===== src/rtl/data_mem_ctrl.sv =====
// data_mem_ctrl: single-outstanding load/store bridge from the MEM stage to a word-wide ack-based memory port.
// Optional MISALIGN_TRAP_EN: trap misaligned accesses instead of force-aligning them.
`default_nettype none

module data_mem_ctrl (
   input  logic        clk_i,
   input  logic        rst_i,
   input  logic        MemRead_i,
   input  logic        MemWrite_i,
   input  logic [1:0]  Size_i,
   input  logic        ExtOp_i,
   input  logic [31:0] ALUdata_i,
   input  logic [31:0] Write_data_i,
   output logic        stall_o,
   output logic [31:0] Read_data_o,
   output logic        misalign_o,
   output logic        mem_req_o,
   output logic        mem_we_o,
   output logic [31:0] mem_addr_o,
   output logic [3:0]  mem_be_o,
   output logic [31:0] mem_wdata_o,
   input  logic        mem_ack_i,
   input  logic [31:0] mem_rdata_i
);

   typedef enum logic [1:0] {IDLE = 2'd0, REQ = 2'd1, DONE = 2'd2} state_t;

   state_t      state_q, state_d;
   logic [29:0] addr_q, addr_d;
   logic [3:0]  be_q, be_d;
   logic [31:0] wdata_q, wdata_d;
   logic        we_q, we_d;
   logic        word_q, word_d;
   logic        half_q, half_d;
   logic        ext_q, ext_d;
   logic [1:0]  off_q, off_d;
   logic [31:0] rdata_q, rdata_d;

   logic        is_half, is_word, access, trap, start;
   logic [1:0]  off;
   logic [3:0]  be;
   logic [31:0] wdata;
   logic [7:0]  lane_b;
   logic [15:0] lane_h;
   logic [31:0] load_ext;

   assign is_half = (Size_i == 2'b01);
   assign is_word = Size_i[1];
   assign access  = MemRead_i | MemWrite_i;

`ifdef MISALIGN_TRAP_EN
   logic misal;
   assign misal = (is_half & ALUdata_i[0]) | (is_word & (|ALUdata_i[1:0]));
   assign trap  = rst_i & (state_q == IDLE) & access & misal;
`else
   assign trap  = 1'b0;
`endif

   assign start = rst_i & (state_q == IDLE) & access & ~trap;

   // Lane offset is rounded down to natural alignment; with the trap enabled only aligned accesses reach here.
   always_comb begin
      off   = ALUdata_i[1:0];
      be    = 4'b0001 << ALUdata_i[1:0];
      wdata = {4{Write_data_i[7:0]}};
      if (is_word) begin
         off   = 2'b00;
         be    = 4'b1111;
         wdata = Write_data_i;
      end else if (is_half) begin
         off   = {ALUdata_i[1], 1'b0};
         be    = ALUdata_i[1] ? 4'b1100 : 4'b0011;
         wdata = {2{Write_data_i[15:0]}};
      end
   end

   always_comb begin
      case (off_q)
         2'd0:    lane_b = mem_rdata_i[7:0];
         2'd1:    lane_b = mem_rdata_i[15:8];
         2'd2:    lane_b = mem_rdata_i[23:16];
         default: lane_b = mem_rdata_i[31:24];
      endcase
      lane_h = off_q[1] ? mem_rdata_i[31:16] : mem_rdata_i[15:0];
      if (word_q)
         load_ext = mem_rdata_i;
      else if (half_q)
         load_ext = {{16{ext_q & lane_h[15]}}, lane_h};
      else
         load_ext = {{24{ext_q & lane_b[7]}}, lane_b};
   end

   always_comb begin
      state_d = state_q;
      addr_d  = addr_q;
      be_d    = be_q;
      wdata_d = wdata_q;
      we_d    = we_q;
      word_d  = word_q;
      half_d  = half_q;
      ext_d   = ext_q;
      off_d   = off_q;
      rdata_d = rdata_q;
      case (state_q)
         IDLE: begin
            if (start) begin
               state_d = REQ;
               addr_d  = ALUdata_i[31:2];
               be_d    = be;
               wdata_d = wdata;
               we_d    = MemWrite_i;
               word_d  = is_word;
               half_d  = is_half;
               ext_d   = ExtOp_i;
               off_d   = off;
            end
         end
         REQ: begin
            if (mem_ack_i) begin
               state_d = DONE;
               if (!we_q)
                  rdata_d = load_ext;
            end
         end
         default: state_d = IDLE;
      endcase
   end

   always_ff @(posedge clk_i or negedge rst_i) begin
      if (!rst_i) begin
         state_q <= IDLE;
         addr_q  <= '0;
         be_q    <= '0;
         wdata_q <= '0;
         we_q    <= 1'b0;
         word_q  <= 1'b0;
         half_q  <= 1'b0;
         ext_q   <= 1'b0;
         off_q   <= '0;
         rdata_q <= '0;
      end else begin
         state_q <= state_d;
         addr_q  <= addr_d;
         be_q    <= be_d;
         wdata_q <= wdata_d;
         we_q    <= we_d;
         word_q  <= word_d;
         half_q  <= half_d;
         ext_q   <= ext_d;
         off_q   <= off_d;
         rdata_q <= rdata_d;
      end
   end

   assign stall_o     = start | (state_q == REQ);
   assign misalign_o  = trap;
   assign mem_req_o   = (state_q == REQ);
   assign mem_we_o    = we_q;
   assign mem_addr_o  = {addr_q, 2'b00};
   assign mem_be_o    = be_q;
   assign mem_wdata_o = wdata_q;
   assign Read_data_o = rdata_q;

endmodule

`default_nettype wire


===== config.mk =====
export PLATFORM = sky130hd
export DESIGN_NAME = data_mem_ctrl
export DESIGN_NICKNAME = d
export VERILOG_FILES = /design/src/rtl/data_mem_ctrl.sv
export SDC_FILE = /design/constraint.sdc
export NUM_CORES = 1
export LEC_CHECK = 0
export ABC_AREA = 1
export BUFFER_PORTS_ARGS = -buffer_cell sky130_fd_sc_hd__buf_2
export CORE_MARGIN = 4
export CORE_UTILIZATION = 52
export DETAILED_ROUTE_END_ITERATION = 16
export GPL_TIMING_DRIVEN = 0
export PLACE_DENSITY = 0.89
export SLEW_MARGIN = 10
export SYNTH_ARGS = -nofsm -noshare
export SYNTH_HDL_FRONTEND = slang
export SYNTH_SLANG_ARGS = --single-unit
export TNS_END_PERCENT = 50

===== constraint.sdc =====
create_clock -name clk_i -period 4.2 [get_ports clk_i]
set_input_delay 1.05 -clock clk_i [delete_from_list [all_inputs] [get_ports clk_i]]
set_output_delay 1.05 -clock clk_i [all_outputs]
set_load 0.02 [all_outputs]

Yosys cells after proc, flatten, opt, wreduce, memory -nomap -nowiden
Index checks and enable logic that the tools add are counted.
{ "word_totals": {"word_cells": 43, "in_bits": 104, "output_inout_bits": 104, "reg_bits": 106} }
{ "op_classes": {"n_shift": 1, "n_bitwise": 7, "n_eq_ne": 6, "reduce_logical": 5, "muxes": 14} }
{ "ops": {"columns": ["operator", "count"], "rows": [
  ["32-bit 2-to-1 mux", 4],
  ["8-bit one-hot mux with 3 select lines", 1],
  ["16-bit 2-to-1 mux", 1],
  ["4-bit 2-to-1 mux", 3],
  ["2-bit by 1-bit == test with 1-bit output (second input constant)", 3],
  ["2-bit 2-to-1 mux", 3],
  ["1-bit AND", 4],
  ["2-bit zero test", 2],
  ["2-bit one-hot mux with 2 select lines", 1],
  ["2-bit AND reduction", 2],
  ["1-bit by 2-bit left shift with 4-bit output (first input constant)", 1],
  ["3-bit AND reduction", 1],
  ["2-bit == test (second input constant)", 1],
  ["2-bit by 1-bit inequality test with 1-bit output (second input constant)", 1],
  ["2-bit inequality test (second input constant)", 1],
  ["1-bit bitwise OR", 2],
  ["1-bit 2-to-1 mux", 1],
  ["1-bit inverter", 1]
]} }

Logic depth before layout (Yosys ltp)
Gate-level depths: netlist (run 1).
{ "logic_depth": {"depth_word": 5, "mapped_depth": 8, "depth_no_buf": 8} }

Worst setup path before layout (run 1)
OpenSTA, ideal clock, no wires.
{ "synth_path": {"path_kind": "input to output", "start": "input port MemWrite_i", "end": "output port stall_o", "setup_slack_ns": 1.301, "cell_stages": 5, "t_arrival_ns": 1.849, "path_buffers": 2, "t_required_ns": 3.150, "path_cell_list": "or2_1 nand3_4 buf_6 buf_4 nand2_1"} }
{ "synth_via": {"elab_chain_cells": 3} }
{ "synth_lines": {"columns": ["item", "line_no", "rtl"], "rows": [
  ["start, declared", "9", "input logic MemWrite_i,"],
  ["1-bit bitwise OR", "49", "assign access = MemRead_i | MemWrite_i;"],
  ["1-bit AND", "59", "assign start = rst_i & (state_q == IDLE) & access & ~trap;"],
  ["1-bit bitwise OR", "155", "assign stall_o = start | (state_q == REQ);"],
  ["end, declared", "14", "output logic stall_o,"]
]} }
No other way between the ends.

Worst setup path in the final report (run 1)
{ "layout_path": {"start": "input port rst_i", "end": "output port stall_o"} }
{ "layout_via": {"elab_chain_cells": 3} }
{ "layout_lines": {"columns": ["item", "line_no", "rtl"], "rows": [
  ["start, declared", "7", "input logic rst_i,"],
  ["1-bit AND (2 in a row)", "59", null],
  ["1-bit bitwise OR", "155", null]
]} }
No other way between the ends.

==> results of run 1 <==
-- worst register-to-register path, stage by stage (launching register included) --
cell     delay [ns]
dfrtp_1        0.44
nor2_2         0.17
nand3_4        0.14
nor2_2         0.35
nand2_1        0.13
nand3_1        0.11
-- path summary, 6_finish.rpt --
check                           startpoint         endpoint  slack, ns  cells after the start
max in group asynchronous            rst_i      mem_be_o[3]       3.00                      2
setup reg to reg                state_q[1]  mem_wdata_o[15]       2.79                      5
min in group asynchronous            rst_i  Read_data_o[11]       0.54                      1
hold / removal             Read_data_o[13]  Read_data_o[13]       0.48                      2
setup / recovery                     rst_i          stall_o       0.47                      9
hold reg to reg            Read_data_o[13]  Read_data_o[13]       0.48                      2
-- metal layers --
layer  global-route usage [%]  vias up
met5                        0        -
met4                    7.401        0
met3                    7.042       34
met2                    44.03      271
met1                    31.90     2259
li1                         -     2377
-- layout by cell type (no fill, tap or decap), drive strengths merged --
cell type and n:
inv 29, buf 235, nor2 57, a21oi 57, clkbuf 13, or2 1, a31oi 1, nand2 269
nand3b 1, dfrtp 106, conb 3, clkinv 4, o21ai 37, o211ai 2, nand3 27
-- flip-flops by register name, indices dropped and copies added (netlist names) --
| signal | count |
|---|---|
| Read_data_o | 32 |
| mem_wdata_o | 32 |
| addr_q | 30 |
| mem_be_o | 4 |
| off_q | 2 |
| state_q | 2 |
| ext_q | 1 |
| half_q | 1 |
| mem_we_o | 1 |
| word_q | 1 |
-- power breakdown --
part	internal (mW)	switching (mW)	leakage [nW]
Sequential	1.41	0.220	1.29
Combinational	0.631	1.24	2.22
Clock	0.246	0.368	0.101
Total	2.29	1.83	3.61
-- logic make-up (layout without fill, tap and decap cells) --
| group | Yosys count | in the layout |
|---|---|---|
| and+or+nand+nor | 355 | 355 |
| DFF | 106 | 106 |
| AOI/OAI and AO/OA | 97 | 97 |
| buffers and inverters | 60 | 281 |
| other | 1 | 3 |
-- area by class of cell --
| cell class | instances | share of cell area (%) |
|---|---|---|
| multi-input cells | 455 | 30.80 |
| clock inverters | 6 | 0.9007 |
| flip-flops and latches | 106 | 41.51 |
| clock buffers | 10 | 2.154 |
| inverters | 27 | 1.586 |
| repair buffers | 205 | 16.51 |
| plain buffers | 33 | 4.014 |
| well taps | 129 | 2.526 |
==> impl_metrics.tcl, run 1 <==
set metrics [dict create \
    status "finished clean" \
    syn_area_um2 4971 \
    htreeDepth 3 \
    drv_slew 0 \
    path_class "primary input to primary output" \
    max_freq_ghz 0.2684 \
    critPathLaunchType "primary input" \
    place_congestion 0.9229 \
    final_cells 971 \
    coreArea_um2 9284 \
    ys.flop_type "dfrtp_1" \
    crit_top_cell "buf_6" \
    synth-edff-count 0 \
    tightest_slew_ns 0.5462 \
    cp_slowest_cell "buf_16" \
    grt_max_degree 82 \
    synth_area_leaders "dfrtp_1, nand2_1, a21oi_1" \
    portBuffers 204 \
    dr_wl_met2_um 7064 \
    clock_sinks 106 \
    cp.required_ns 3.15 \
    cts-resized-gates 0 \
    rsz0062_at_grt "false" \
    setup.worst_path.end_class "primary output" \
    setup_violations 0 \
    rows 35 \
    cp_max_fo 81 \
    slowest_delay_ns 0.36 \
    synth_top_area_cell "dfrtp_1" \
    drtAntennaViolNets 0 \
    route.vias.total 4941 \
    tns_ns 0 \
    grt_overflow 0 \
    crit_buf_inv 6 \
    via_per_inst 5.089 \
    finalPower_mw 4.115 \
    firstDrtPassIters 5 \
    placed_cell_area_um2 6195 \
    cts_buffer_depth 2 \
    met3_length_um 1517 \
    routed_wl_um 14420 \
    post-cts-setup-buffers 0 \
    synthToLayoutAreaGrowth_pct 28.54 \
    synthXorXnorAreaFrac_pct 0 \
    grt_pass1_vias 4808 \
    finalNetCount 941 \
    final_cell_area_um2 6390 \
    worstHoldPathType "register to register" \
    hold_ws_ns 0.4817 \
    p_leak_nw 3.614 \
    ys_warn_count 0 \
    antenna_found_initial 0 \
    drt_iter0_drc 256 \
    synth_compound_area_share_pct 10.34 \
    start_util_pct 53.54 \
    critPathTopFamily "buffers and inverters" \
    diodes 0 \
    avgSynthCellArea_um2 8.031 \
    regArea_um2 2653 \
    synth_top_family_by_area "simple AND/OR/NAND/NOR gates" \
    clkTransAtPathRegs_ns 0.10 \
    fin_crit_ns 3.726 \
    drive_above_1_share_pct 32.19 \
    yosysMostFrequentCell "nand2_1" \
    clock_latency_ns 0.36 \
    dieArea_um2 11190 \
    setup_ws_ns 0.4743 \
    relSlewSlack_pct 63.59 \
    netlist.area_leader.share_pct 53.36 \
    dp_cells 955 \
    wl_met1_um 5545 \
    synthArstFlopShare_pct 100.0 \
    finClkSkew_ns 0.01361 \
    finalCritPeriodShare_pct 88.71 \
    grt_pass1_wl_um 23110 \
    die_x_um 105.8 \
    pre_cts_ws_ns 0.4636 \
    synth_common_cells "nand2_1, dfrtp_1, nor2_1" \
    cts_root_buf "clkbuf_8" \
    hold_violations 0 \
    multi_input_area_um2 1968 \
    wl_per_cell_um 14.85 \
    ys_seq_elements 106 \
    fillCellCount 781 \
    syn_inst 619 \
    irDropWorstVdd_mv 0.3347 \
    cp.arrival_ns 2.68 \
    ys_seq_area_share_pct 53.36 \
    numCtsBuffers 9 \
    path_cells "buf_6 > buf_16 > inv_1 > nor2_2 > nand3_4 > buf_6 > buf_4 > nand2_1 > buf_2" \
    cts_hold_buf 0 \
    post-dp-hpwl_um 11090 \
    route.detailed.drc 0 \
    synth-adder-area-share_pct 0 \
    drv_cap 0 \
    final_util_pct 68.83 \
    cts_tree "built" \
    synthMuxAreaShare_pct 0 \
    io_pins 208 \
    yosysUniqueCellTypes 25 \
    synth-simple-area-share_pct 29.02 \
    die-height_um 105.8 \
    grtUsageTotal_pct 25.71 \
    routed.top_layer "met4" \
    power.density_nw_per_um2 643.9 \
]
Note: power is estimated with default switching activity, not from simulation.
==> run 2, diff against run 1 <==
CORE_UTILIZATION = 28   (was 52)
PLACE_DENSITY = 0.54   (was 0.89)
==> impl_metrics.tcl, run 2 (synthesized netlist as in run 1, its figures left out) <==
set metrics [dict create \
    clock_sinks 106 \
    grt_overflow 0 \
    drt_iter0_drc 244 \
    pre_cts_ws_ns 0.3850 \
    grt_pass1_wl_um 25520 \
    r2r_end "Read_data_o[30]" \
    drive_above_1_share_pct 32.07 \
    cp_slowest_cell "buf_16" \
    finalPower_mw 4.353 \
    hp-start "Read_data_o[7]" \
    firstDrtPassIters 8 \
    placed_cell_area_um2 6315 \
    post-dp-hpwl_um 12390 \
    clock_latency_ns 0.35 \
    cts_root_buf "clkbuf_16" \
    crit_top_cell "buf_6" \
    power.density_nw_per_um2 659.5 \
    finClkSkew_ns 0.01030 \
    rows 48 \
    worstHoldPathType "register to register" \
    cp.required_ns 3.15 \
    final_cells 1067 \
    cts_buffer_depth 2 \
    cp.arrival_ns 2.73 \
    setup.worst_path.end_class "primary output" \
    multi_input_area_um2 1968 \
    dieArea_um2 19950 \
    coreArea_um2 17360 \
    via_per_inst 4.480 \
    clkTransAtPathRegs_ns 0.07 \
    final_cell_area_um2 6601 \
    numCtsBuffers 9 \
    reg2reg_from "state_q[0]" \
    routed_wl_um 16300 \
    tightest_slew_ns 0.5935 \
    slowest_delay_ns 0.34 \
    rr_worst_depth 7 \
    rrSetupSlack_ns 2.78 \
    grt_pass1_vias 4638 \
    regArea_um2 2653 \
    p_leak_nw 3.654 \
    critPathLaunchType "primary input" \
    drtAntennaViolNets 0 \
    wl_per_cell_um 15.28 \
    grtUsageTotal_pct 16.23 \
    setup_violations 0 \
    place_congestion 0.8073 \
    finalCritPeriodShare_pct 90.09 \
    io_pins 208 \
    grt_max_degree 78 \
    hold_end "Read_data_o[7]" \
    final_cell_mix "nand2_1, buf_2, dfrtp_1" \
    drv_slew 0 \
    path_class "primary input to primary output" \
    post-cts-setup-buffers 0 \
    setup_ws_ns 0.4160 \
    crit_buf_inv 6 \
    cts_tree "built" \
    synthToLayoutAreaGrowth_pct 32.80 \
    irDropWorstVdd_mv 0.2955 \
    final_util_pct 38.03 \
    rsz0062_at_grt "false" \
    start_util_pct 28.64 \
    max_freq_ghz 0.2643 \
    drv_cap 0 \
    critPathTopFamily "buffers and inverters" \
    antenna_found_initial 1 \
    cts-resized-gates 0 \
    portBuffers 204 \
    dp_cells 1051 \
    cts_hold_buf 0 \
    cp_max_fo 77 \
    die-height_um 141.2 \
    diodes 0 \
    status "finished clean" \
    htreeDepth 3 \
    route.vias.total 4780 \
    fin_crit_ns 3.784 \
    fillCellCount 1854 \
    relSlewSlack_pct 60.43 \
    hold_violations 0 \
    die_x_um 141.2 \
    holdPathStages 2 \
    finalNetCount 941 \
    route.detailed.drc 0 \
    path_cells "buf_6 > buf_16 > inv_1 > nor2_2 > nand3_4 > buf_6 > buf_4 > nand2_1 > buf_2" \
    final_common_cell "nand2_1" \
]
==> run 2: layout make-up <==
class / count / area share [%]
multi-input cells: 455 / 29.81
well taps: 225 / 4.265
repair buffers: 205 / 15.98
inverters: 27 / 1.535
plain buffers: 33 / 3.886
clock buffers: 10 / 3.469
clock inverters: 6 / 0.8719
flip-flops and latches: 106 / 40.18
==> run 2: worst max-delay path by stage <==
stage | startpoint | endpoint | slack, ns | depth (start not counted)
6_report | rst_i | stall_o | 0.42 | 9
5_1_grt | rst_i | stall_o | 0.22 | 9
4_1_cts | rst_i | stall_o | 0.39 | 9
3_5_place_dp | rst_i | stall_o | 0.38 | 9
3_3_place_gp | rst_i | stall_o | -0.99 | 8
2_1_floorplan | MemWrite_i | stall_o | 1.30 | 5
==> run 2: routing by layer <==
layer / part of all wire [%] / track usage (%) / routed length [µm] / vias to the layer above
met5: 0.080 / 0 / 13 / -
met4: 1.1 / 3.978 / 182 / 2
met3: 10 / 5.767 / 1629 / 15
met2: 44 / 24.66 / 7129 / 187
met1: 45 / 22.19 / 7347 / 2192
li1: - / - / - / 2384
==> run 2: power by group <==
part,internal [mW],switching [mW],total (mW)
logic,0.631,1.24,1.87
registers,1.41,0.220,1.63
clock network,0.418,0.430,0.848
==> run 2: through the flow <==
stage | hold slack, ns | TNS (ns)
finish | 0.4756 | 0
global route | 0.5006 | 0
CTS | 0.4806 | 0
detailed placement | 0.4601 | 0
global placement | 0.4577 | -1.049
floorplan | 0.5116 | 0
==> run 2: tightest hold or removal path, cell delays in order, from the launching register on <==
cell	delay (ns)
dfrtp_1	0.34
nand2_1	0.05
nand2_1	0.06
==> run 3, diff against run 2 <==
CTS_BUF_LIST = sky130_fd_sc_hd__clkbuf_8   (was unset)
clock period = 3.8 ns   (was 4.2 ns; I/O delays follow)
==> impl_metrics.tcl, run 3 (synthesized netlist as in run 1, its figures left out) <==
set metrics [dict create \
    setup.worst_path.end_class "primary output" \
    finalCritPeriodShare_pct 93.74 \
    cts-resized-gates 0 \
    setup_violations 0 \
    final_common_cell "nand2_1" \
    fin_crit_ns 3.562 \
    clock_latency_ns 0.39 \
    rows 48 \
    final_cell_mix "nand2_1, buf_2, dfrtp_1" \
    antenna_found_initial 1 \
    p_leak_nw 3.612 \
    routed_wl_um 16350 \
    io_pins 208 \
    relSlewSlack_pct 59.35 \
    grt_util_met2_pct 24.63 \
    clock_sinks 106 \
    finalNetCount 941 \
    drt_iter0_drc 240 \
    final_cell_area_um2 6500 \
    tightest_slew_ns 0.6098 \
    via_per_inst 4.489 \
    drv_cap 0 \
    cp_max_fo 77 \
    max_freq_ghz 0.2807 \
    cts_root_buf "clkbuf_8" \
    cts_tree "built" \
    drv_slew 0 \
    final_cells 1067 \
    wl_per_cell_um 15.33 \
    power.density_nw_per_um2 703.6 \
    grt_max_degree 78 \
    grtUsageMet3_pct 5.563 \
    final_util_pct 37.45 \
    route.detailed.drc 0 \
    power.share.switching_pct 45.15 \
    placed_cell_area_um2 6315 \
    clkTransAtPathRegs_ns 0.11 \
    synthToLayoutAreaGrowth_pct 30.76 \
    htreeDepth 3 \
    tns_ns 0 \
    portBuffers 204 \
    pwr-share-seq_pct 39.4 \
    die-height_um 141.2 \
    switchingPower_mw 2.065 \
    grt_pass1_wl_um 25470 \
    grtUsageTotal_pct 16.20 \
    cts_hold_buf 0 \
    busiest_layer "met2" \
    drtAntennaViolNets 0 \
    route.vias.total 4790 \
    post-cts-setup-buffers 0 \
    cp.required_ns 2.85 \
    finClkSkew_ns 0.01417 \
    drive_above_1_share_pct 32.07 \
    place_congestion 0.8073 \
    dp_cells 1051 \
    dieArea_um2 19950 \
    combPwrFrac_pct 45.3 \
    rsz0062_at_grt "false" \
    intPower_mw 2.509 \
    grt_pass1_vias 4641 \
    start_util_pct 28.64 \
    cts_buffer_depth 2 \
    post-dp-hpwl_um 12390 \
    clkPwrFrac_pct 15.3 \
    die_x_um 141.2 \
    numCtsBuffers 9 \
    worstHoldPathType "primary input to asynchronous set/reset pin" \
    diodes 0 \
    hold_ws_ns 0.4241 \
    irDropWorstVdd_mv 0.3420 \
    critPathLaunchType "primary input" \
    cp.arrival_ns 2.61 \
    status "finished clean" \
    coreArea_um2 17360 \
    hold_violations 0 \
    fillCellCount 1871 \
    firstDrtPassIters 8 \
    grt_overflow 0 \
    path_class "primary input to primary output" \
    use_met1_pct 22.12 \
]
==> run 3: changes by cell type in the layout (fill, tap and decap cells not counted), sizes merged <==
cell / previous run / this run
clkbuf: 13 / 12
inv: 29 / 30
==> run 3: routing by layer <==
| metal | vias up | part of all wire (%) |
|---|---|---|
| met1 | 2201 | 45 |
| met4 | 2 | 1.2 |
| met2 | 187 | 44 |
| met3 | 15 | 10 |
| li1 | 2385 | - |
| met5 | - | 0.080 |
==> run 3: area by class of cell <==
cell class | count | area [µm²] | area share [%]
tap | 225 | 281.5 | 4.331
multi-input combinational | 455 | 1968 | 30.28
clock buffer | 9 | 123.9 | 1.906
clock inverter | 7 | 61.31 | 0.9432
inverter | 27 | 101.3 | 1.559
timing repair buffer | 205 | 1055 | 16.23
buffer | 33 | 256.5 | 3.946
sequential | 106 | 2653 | 40.81
==> run 3: power groups by stage <==
stage	combinational, mW	sequential, mW	clock (mW)
3_3_place_gp	2.08	1.82	0
3_5_place_dp	2.11	1.81	0
6_report	2.07	1.80	0.701
5_1_grt	2.29	1.87	0.765
2_1_floorplan	0.789	2.33	0
4_1_cts	2.11	1.80	0.727
==> run 3: final timing paths <==
path	from	endpoint	slack (ns)	depth (start not counted)
max in group asynchronous	rst_i	mem_wdata_o[19]	2.68	2
worst max register to register	state_q[0]	Read_data_o[30]	2.36	7
worst max-delay path	rst_i	stall_o	0.24	9
worst min register to register	Read_data_o[7]	Read_data_o[7]	0.48	2
min in group clk_i	Read_data_o[7]	Read_data_o[7]	0.48	2
worst min-delay path	rst_i	Read_data_o[16]	0.42	1
==> run 3: through the flow <==
stage | total power, mW | setup slack [ns]
after floorplan | 3.115 | 1.101
after global placement | 3.900 | -1.186
after detailed placement | 3.922 | 0.1850
after CTS | 4.636 | 0.1921
after global routing | 4.922 | 0.02173
final | 4.574 | 0.2379
==> run 3: worst max-delay path, stage by stage <==
cell and delay (ns):
buf_6 0.27, buf_16 0.34, inv_1 0.10, nor2_2 0.14
nand3_4 0.13, buf_6 0.18, buf_4 0.18, nand2_1 0.07
buf_2 0.16
